**src/rtl/game_sequencer.sv**
```systemverilog
// Purpose: round-level controller for the cannon game (target show, aim, shoot, score).
// Latency: start edge -> SHOW_X next cycle; shoot_req -> shoot_out one cycle later.
// Backpressure: none; shoot_req is dropped outside PLAY, result_valid outside FLIGHT.
module game_sequencer #(
  parameter int SHOTS_PER_ROUND = 5,
  parameter int SHOW_CYCLES     = 16,
  parameter int FLIGHT_TIMEOUT  = 255,
  parameter int SCORE_W         = 4
) (
  input  logic               clk,
  input  logic               rst_n,
  input  logic               start_new_game,
  input  logic               shoot_req,
  input  logic [4:0]         select_in,
  input  logic               result_valid,
  input  logic               hit,
  output logic               shoot_out,
  output logic [4:0]         select_out,
  output logic [SCORE_W-1:0] score,
  output logic [3:0]         shots_left,
  output logic               game_over,
  output logic               in_flight
);

  // One shared timer serves both the show phases and the flight timeout,
  // so it is sized for whichever of the two runs longer.
  localparam int MAX_CYCLES = (SHOW_CYCLES > FLIGHT_TIMEOUT) ? SHOW_CYCLES : FLIGHT_TIMEOUT;
  localparam int TIMER_W    = (MAX_CYCLES > 1) ? $clog2(MAX_CYCLES) : 1;

  localparam logic [2:0] IDLE   = 3'd0;
  localparam logic [2:0] SHOW_X = 3'd1;
  localparam logic [2:0] SHOW_Y = 3'd2;
  localparam logic [2:0] PLAY   = 3'd3;
  localparam logic [2:0] FLIGHT = 3'd4;
  localparam logic [2:0] OVER   = 3'd5;

  localparam logic [4:0] SEL_X      = 5'b00100;
  localparam logic [4:0] SEL_Y      = 5'b00010;
  localparam logic [4:0] SEL_FLIGHT = 5'b00001;

  localparam logic [TIMER_W-1:0] SHOW_LAST   = TIMER_W'(SHOW_CYCLES - 1);
  localparam logic [TIMER_W-1:0] FLIGHT_LAST = TIMER_W'(FLIGHT_TIMEOUT - 1);

  logic [2:0]         r_state;
  logic [TIMER_W-1:0] r_timer;
  logic               r_start_q;
  logic               r_shoot_out;
  logic [SCORE_W-1:0] r_score;
  logic [3:0]         r_shots_left;
  logic               r_game_over;
  logic               r_in_flight;

  logic [2:0]         w_state_nxt;
  logic [TIMER_W-1:0] w_timer_nxt;
  logic               w_start_edge;
  logic               w_show_done;
  logic               w_flight_to;
  logic               w_fire;
  logic               w_result;
  logic               w_flight_end;
  logic [2:0]         w_after_shot;

  assign w_start_edge = start_new_game & ~r_start_q;
  assign w_show_done  = (r_timer == SHOW_LAST);
  assign w_flight_to  = (r_timer == FLIGHT_LAST);
  assign w_fire       = (r_state == PLAY) && shoot_req && (r_shots_left != 4'd0);
  assign w_result     = (r_state == FLIGHT) && result_valid;
  // A result arriving in the timeout cycle still ends the flight as a real result.
  assign w_flight_end = (r_state == FLIGHT) && (result_valid || w_flight_to);
  // shots_left was already decremented when the shot fired, so zero here means last shot.
  assign w_after_shot = (r_shots_left == 4'd0) ? OVER : SHOW_X;

  // Register the start level so only a fresh rising edge starts a game.
  always_ff @(posedge clk or negedge rst_n) begin
    if (!rst_n) begin
      r_start_q <= 1'b0;
    end else begin
      r_start_q <= start_new_game;
    end
  end

  // Next-state selection; a start edge overrides every other event.
  always_comb begin
    w_state_nxt = r_state;
    if (w_start_edge) begin
      w_state_nxt = SHOW_X;
    end else begin
      case (r_state)
        IDLE:    w_state_nxt = IDLE;
        SHOW_X:  if (w_show_done) w_state_nxt = SHOW_Y;
        SHOW_Y:  if (w_show_done) w_state_nxt = PLAY;
        PLAY:    if (w_fire) w_state_nxt = FLIGHT;
        FLIGHT:  if (w_flight_end) w_state_nxt = w_after_shot;
        OVER:    w_state_nxt = OVER;
        default: w_state_nxt = IDLE;
      endcase
    end
  end

  // Timer runs in the show and flight phases and clears on every phase change.
  always_comb begin
    w_timer_nxt = r_timer;
    if (w_start_edge) begin
      w_timer_nxt = '0;
    end else begin
      case (r_state)
        SHOW_X, SHOW_Y: w_timer_nxt = w_show_done ? '0 : r_timer + 1'b1;
        FLIGHT:         w_timer_nxt = w_flight_end ? '0 : r_timer + 1'b1;
        PLAY:           w_timer_nxt = '0;
        default:        w_timer_nxt = '0;
      endcase
    end
  end

  // State and timer registers.
  always_ff @(posedge clk or negedge rst_n) begin
    if (!rst_n) begin
      r_state <= IDLE;
      r_timer <= '0;
    end else begin
      r_state <= w_state_nxt;
      r_timer <= w_timer_nxt;
    end
  end

  // Gated shoot pulse: exactly the PLAY->FLIGHT transition cycle, never on a restart.
  always_ff @(posedge clk or negedge rst_n) begin
    if (!rst_n) begin
      r_shoot_out <= 1'b0;
    end else begin
      r_shoot_out <= w_fire & ~w_start_edge;
    end
  end

  // Shot counter: reloaded on start, decremented as each shot leaves.
  always_ff @(posedge clk or negedge rst_n) begin
    if (!rst_n) begin
      r_shots_left <= 4'd0;
    end else if (w_start_edge) begin
      r_shots_left <= 4'(SHOTS_PER_ROUND);
    end else if (w_fire) begin
      r_shots_left <= r_shots_left - 4'd1;
    end
  end

  // Score counter: cleared on start, saturating increment on a reported hit.
  always_ff @(posedge clk or negedge rst_n) begin
    if (!rst_n) begin
      r_score <= '0;
    end else if (w_start_edge) begin
      r_score <= '0;
    end else if (w_result && hit && (r_score != {SCORE_W{1'b1}})) begin
      r_score <= r_score + 1'b1;
    end
  end

  // Status flags registered from the next state so they line up with r_state.
  always_ff @(posedge clk or negedge rst_n) begin
    if (!rst_n) begin
      r_game_over <= 1'b0;
      r_in_flight <= 1'b0;
    end else begin
      r_game_over <= (w_state_nxt == OVER);
      r_in_flight <= (w_state_nxt == FLIGHT);
    end
  end

  // Display select: fixed codes while the block owns the display, else player pass-through.
  always_comb begin
    select_out = select_in;
    case (r_state)
      SHOW_X:  select_out = SEL_X;
      SHOW_Y:  select_out = SEL_Y;
      FLIGHT:  select_out = SEL_FLIGHT;
      default: select_out = select_in;
    endcase
  end

  assign shoot_out  = r_shoot_out;
  assign score      = r_score;
  assign shots_left = r_shots_left;
  assign game_over  = r_game_over;
  assign in_flight  = r_in_flight;

endmodule

```
**config.mk**
```make
export PLATFORM = sky130hd
export DESIGN_NAME = game_sequencer
export DESIGN_NICKNAME = d
export VERILOG_FILES = /design/src/rtl/game_sequencer.sv
export SDC_FILE = /design/constraint.sdc
export NUM_CORES = 1
export LEC_CHECK = 0
export CORE_MARGIN = 2
export CORE_UTILIZATION = 25
export DETAILED_ROUTE_END_ITERATION = 8
export PLACE_DENSITY_LB_ADDON = 0.05
export SLEW_MARGIN = 20
export SYNTH_ARGS = -nofsm -noshare
export SYNTH_HDL_FRONTEND = slang
export SYNTH_SLANG_ARGS = --single-unit
export TNS_END_PERCENT = 1
```
**constraint.sdc**
```tcl
create_clock -name clk -period 2.7 [get_ports clk]
set_input_delay 0.675 -clock clk [delete_from_list [all_inputs] [get_ports clk]]
set_output_delay 0.675 -clock clk [all_outputs]
set_load 0.01 [all_outputs]
```
Word-level counts from Yosys, hierarchy flattened
Index checks and enable logic that the tools add are counted.
{"block": "classes", "reduce_logical": 12, "bitwise": 4, "div": 0, "n_shift": 0, "n_addsub": 3, "magnitude_cmp": 0, "n_mul": 0, "eq_ne": 10, "mux": 16}
{"op": "8-bit two-way mux", "count": 3}
{"op": "3-bit two-way mux", "count": 6}
{"op": "4-bit two-way mux", "count": 4}
{"op": "8-bit case mux with 2 select lines", "count": 1}
{"op": "3-bit case mux with 5 select lines", "count": 1}
{"op": "5-bit case mux with 3 select lines", "count": 1}
{"op": "3-bit == test, second input constant", "count": 4}
{"op": "8-bit by 1-bit adder with 8-bit output, second input constant", "count": 1}
{"op": "8-bit by 4-bit == test with 1-bit output, second input constant", "count": 1}
{"op": "8-bit == test, second input constant", "count": 1}
{"op": "3-bit by 2-bit == test with 1-bit output, second input constant", "count": 2}
{"op": "1-bit logical AND", "count": 6}
{"op": "4-bit by 1-bit adder with 4-bit output, second input constant", "count": 1}
{"op": "4-bit logical NOT", "count": 1}
{"op": "4-bit != test, second input constant", "count": 1}
{"op": "2-bit nonzero test", "count": 2}
{"op": "4-bit nonzero test", "count": 1}
{"op": "4-bit by 1-bit subtractor with 4-bit output, second input constant", "count": 1}
{"op": "3-bit by 1-bit == test with 1-bit output, second input constant", "count": 1}
{"op": "1-bit AND", "count": 2}
{"op": "1-bit inverter", "count": 2}
{"op": "2-bit OR reduction", "count": 1}
{"op": "1-bit logical OR", "count": 1}
{"block": "word_totals", "word_cells": 53, "memories": 0, "out_inout_bits": 16, "ff_bits": 23, "latch_bits": 0, "ramBits": 0, "rom_bits": 0}

Logic depth before layout (Yosys ltp)
{"block": "logic_depth", "word_depth": 7, "depth_mapped": 7, "depth_no_buf": 7}

Worst setup path before layout
Ideal clock, no wire load.
{"block": "synth_path", "path_type": "register -> register", "start": "register r_timer[4]", "end": "register r_in_flight, in the netlist in_flight", "period_less_slack_ps": 1988, "path_stages_with_launch": 6, "arrival_time_ps": 1901, "n_path_buf": 0, "setup_slack_ps": 712, "path_cell_list": "dfrtp_1 -> or4_4 -> o31a_1 -> a311o_1 -> or2_4 -> a211oi_2"}
{"block": "synth_via", "elab_chain_cells": 7}
{"item": "from (decl)", "line_no": "45", "source": "logic [TIMER_W-1:0] r_timer;"}
{"item": "from (signal assigned)", "line_no": "122", "source": "r_timer <= w_timer_nxt;"}
{"item": "8-bit == test", "line_no": "65", "source": "assign w_flight_to = (r_timer == FLIGHT_LAST);"}
{"item": "1-bit logical OR", "line_no": "69", "source": "assign w_flight_end = (r_state == FLIGHT) && (result_valid || w_flight_to);"}
{"item": "1-bit logical AND", "line_no": "69"}
{"item": "3-bit two-way mux", "line_no": "93", "source": "FLIGHT: if (w_flight_end) w_state_nxt = w_after_shot;"}
{"item": "3-bit case mux with 5 select lines *", "line_no": "88", "source": "case (r_state)"}
{"item": "3-bit two-way mux *", "line_no": "85", "source": "if (w_start_edge) begin"}
{"item": "net w_state_nxt[0]", "line_no": "53", "source": "logic [2:0] w_state_nxt;"}
{"item": "3-bit == test *", "line_no": "164", "source": "r_in_flight <= (w_state_nxt == FLIGHT);"}
{"item": "to (signal assigned)", "line_no": "164"}
{"item": "to (decl)", "line_no": "51", "source": "logic r_in_flight;"}
Mark *: on every way through the listed nets, which the timed path passes. The rest lies on a longest branch.
A chain may end at the register's enable or synchronous reset.

Worst setup path in the final report
{"block": "layout_path", "start": "register r_state[0]", "end": "output port select_out[3]"}
{"block": "layout_via", "elab_chain_cells": 2}
{"item": "from (decl)", "line_no": "44", "source": "logic [2:0] r_state;"}
{"item": "from (signal assigned)", "line_no": "121", "source": "r_state <= w_state_nxt;"}
{"item": "3-bit == test, or another cell as far along", "line_no": "171", "source": "case (r_state)"}
{"item": "5-bit case mux with 3 select lines *", "line_no": "171"}
{"item": "to (decl)", "line_no": "18", "source": "output logic [4:0] select_out,"}
Mark *: on every way between the ends. The rest lies on a longest branch, timed or not.

==> impl_metrics.csv <==
group,metric,value,unit
synthesis,yosysWarnings,0,
final_layout,seq_area,577,sq um
floorplan,die_y,74.2,microns
synthesis,avgSynthCellArea,9.54,sq um
synthesis,syn_nets,144,
clock_tree,cts_sinks,23,
synthesis,ys_seq_elements,23,
final_layout,diodes,0,
floorplan,coreArea,0.00472,sq mm
synthesis,synthArstFlopShare,1.00,
critical_path,slowest_stage,"clkdlybuf4s50_1",
synthesis,seq_area_frac_synth,0.467,
sta,hold_viol_final,0,
sta,final.min_clock_period,2.54,ns
clock_tree,cts-root-buf,"clkbuf_8",
min_path,worstHoldPathType,"reg -> reg",
synthesis,yosysUniqueCellTypes,39,
clock_tree,hold_buffers,0,
sta,whs,0.549,ns
critical_path,critPathMaxStageDelay,0.53,ns
global_route,antenna_found_initial,0,
global_route,track_usage,0.117,
critical_path,cp_top_family,"buffers and inverters",
global_route,grt_max_degree,24,
sta,setup_viol,0,
floorplan,die-area,0.00550,sq mm
critical_path,cp_cell_sequence,"nor2b_1, o21bai_2, and3_1, clkdlybuf4s50_1",
sta,fin_skew,0.00327,ns
detailed_routing,viasPerCell,4.48,
critical_path,crit_fanout,10,
final_layout,multi_input_area,627,sq um
placed_design,dp_hpwl,2170,microns
power,power,0.857,mW
detailed_routing,first_pass_iters,4,
clock_tree,clk_pin_slew,0.08,ns
sta,timing.final.crit_share,0.940,
synthesis,syn_inst,129,
detailed_routing,vias,1013,
sta,tightest_slew,0.633,ns
sta,rsz0062_at_grt,"false",
critical_path,r2r_setup_slack,0.60,ns
final_layout,syn2layout_area_growth,33.6,%
critical_path,critPathBufInv,1,
floorplan,pin_count,27,
synthesis,synthDominantCellAreaShare,0.467,
clock_tree,cts_buffers,3,
detailed_routing,drt-initial-drc-count,19,
detailed_routing,drcViolationCount,0,
floorplan,die_w,74.2,microns
sta,final_max_slew_viol_count,0,
clock_tree,cts_buffer_depth,2,
power,p_leak,0.728,nW
clock_tree,cts_tree,"yes",
critical_path,worstPathArrival,1.86,ns
sta,totalNegativeSetupSlack,0,ns
synthesis,synthFlopType,"dfrtp_1",
detailed_routing,drt_wl_total,2860,microns
synthesis,ys_top_cells_by_count,"dfrtp_1 (23), nor2_1 (21), nand2_1 (11)",
critical_path,startpoint_type,"register",
floorplan,num_rows,25,
final_layout,num-nets-final,175,
sta,relSlewSlack,0.577,
critical_path,critPathRequiredTime,2.03,ns
synthesis,ys_top_cells_by_area,"dfrtp_1 (47%), nor2_1 (6.4%), xor2_1 (5.7%)",
status,status,"complete, no violations",
global_route,grt_pass1_wl,4820,microns
floorplan,initial_core_util,0.261,
sta,max_freq,0.394,GHz
clock_tree,cts.repair.resized,1,
clock_tree,clk_latency,0.26,ns
detailed_routing,ant_nets,0,
clock_tree,post_cts_buffers,0,
synthesis,synth_edf_count,0,
final_layout,nFillCells,478,
critical_path,crit_type,"reg -> out",
synthesis,synth_most_common_cell,"dfrtp_1",
synthesis,synth_area_leader_cell,"dfrtp_1",
global_route,grt_pass1_vias,1023,
synthesis,synth_area,0.00123,sq mm
clock_tree,htreeDepth,1,
final_layout,layout-drive-gt1-share,0.107,
placed_design,numPortBuffers,26,
placed_design,place_congestion,0.719,
job,cap_viol_max_count,0,
global_route,grt_overflow,0,
detailed_routing,post_drt_wl_per_cell,12.7,microns
critical_path,endpoint_kind,"primary output",
power,p_per_area,521,mW/mm^2
power,peakVddDrop,248,uV
## per-layer routing
layer	global-route usage	part of all wire
met1	0.149	0.47
met2	0.191	0.49
met3	0.0325	0.032
met4	0.0404	0.0080
met5	0	0
## path summary, 6_finish.rpt
path                             from  depth (start not counted)       endpoint
min in group asynchronous       rst_n                          2     r_timer[0]
hold / removal             r_timer[0]                          1     r_timer[0]
setup / recovery           r_state[0]                          4  select_out[3]
hold reg to reg            r_timer[0]                          1     r_timer[0]
setup reg to reg           r_timer[4]                          5      in_flight
max in group asynchronous       rst_n                          2     r_state[0]
## flip-flops by register name (all words and copies together) (netlist names)
register / count
game_over: 1
shots_left: 4
shoot_out: 1
r_start_q: 1
in_flight: 1
r_state: 3
r_timer: 8
score: 4
## cell type report
class,count,share of cell area
Clock buffer,3,0.0251
Clock inverter,1,0.00304
Inverter,5,0.0114
Multi-Input combinational cell,97,0.381
Sequential cell,23,0.351
Tap cell,67,0.0510
Timing Repair Buffer,30,0.178
## power breakdown
part | internal, mW | switching [mW] | leakage (nW)
sequential | 0.383 | 0.0502 | 0.298
combinational | 0.105 | 0.103 | 0.405
clock | 0.103 | 0.113 | 0.0255
## stage by stage
| stage | std cells | area [sq um] | utilization | worst slack (ns) |
|---|---|---|---|---|
| CTS | 226 | 1640 | 0.346 | 0.0166 |
| finish | 226 | 1650 | 0.348 | 0.163 |
| floorplan | 129 | 1230 | - | 0.712 |
| global placement | 222 | 1590 | 0.336 | 0.0613 |
| detailed placement | 222 | 1590 | 0.336 | 0.0201 |
| global route | 226 | 1650 | 0.348 | 0.0559 |
## placed cells by master (no fill, tap or decap), types with 2 or more instances in the layout
cell	instances
nor2_1	21
ha_1	4
clkdlybuf4s50_1	25
o21ai_0	5
xor2_1	8
xnor2_1	3
o31a_1	2
nand2_1	11
a22oi_1	2
nand2b_1	3
and3_1	2
nand4_1	4
nor2b_1	5
nor3_1	2
dfrtp_1	22
a21oi_1	2
inv_1	5
nand3_1	3
buf_4	4
clkbuf_8	3
## cells by family after synthesis
| logic type | after synthesis | synth area share |
|---|---|---|
| xor+xnor | 11 | 0.0783 |
| mux | 1 | 0.00813 |
| compound gates | 20 | 0.125 |
| simple gates | 61 | 0.252 |
| fa+ha+maj | 4 | 0.0407 |
| flops | 23 | 0.467 |
| buf+inv | 9 | 0.0285 |
Power figures use the tool's default switching activity.
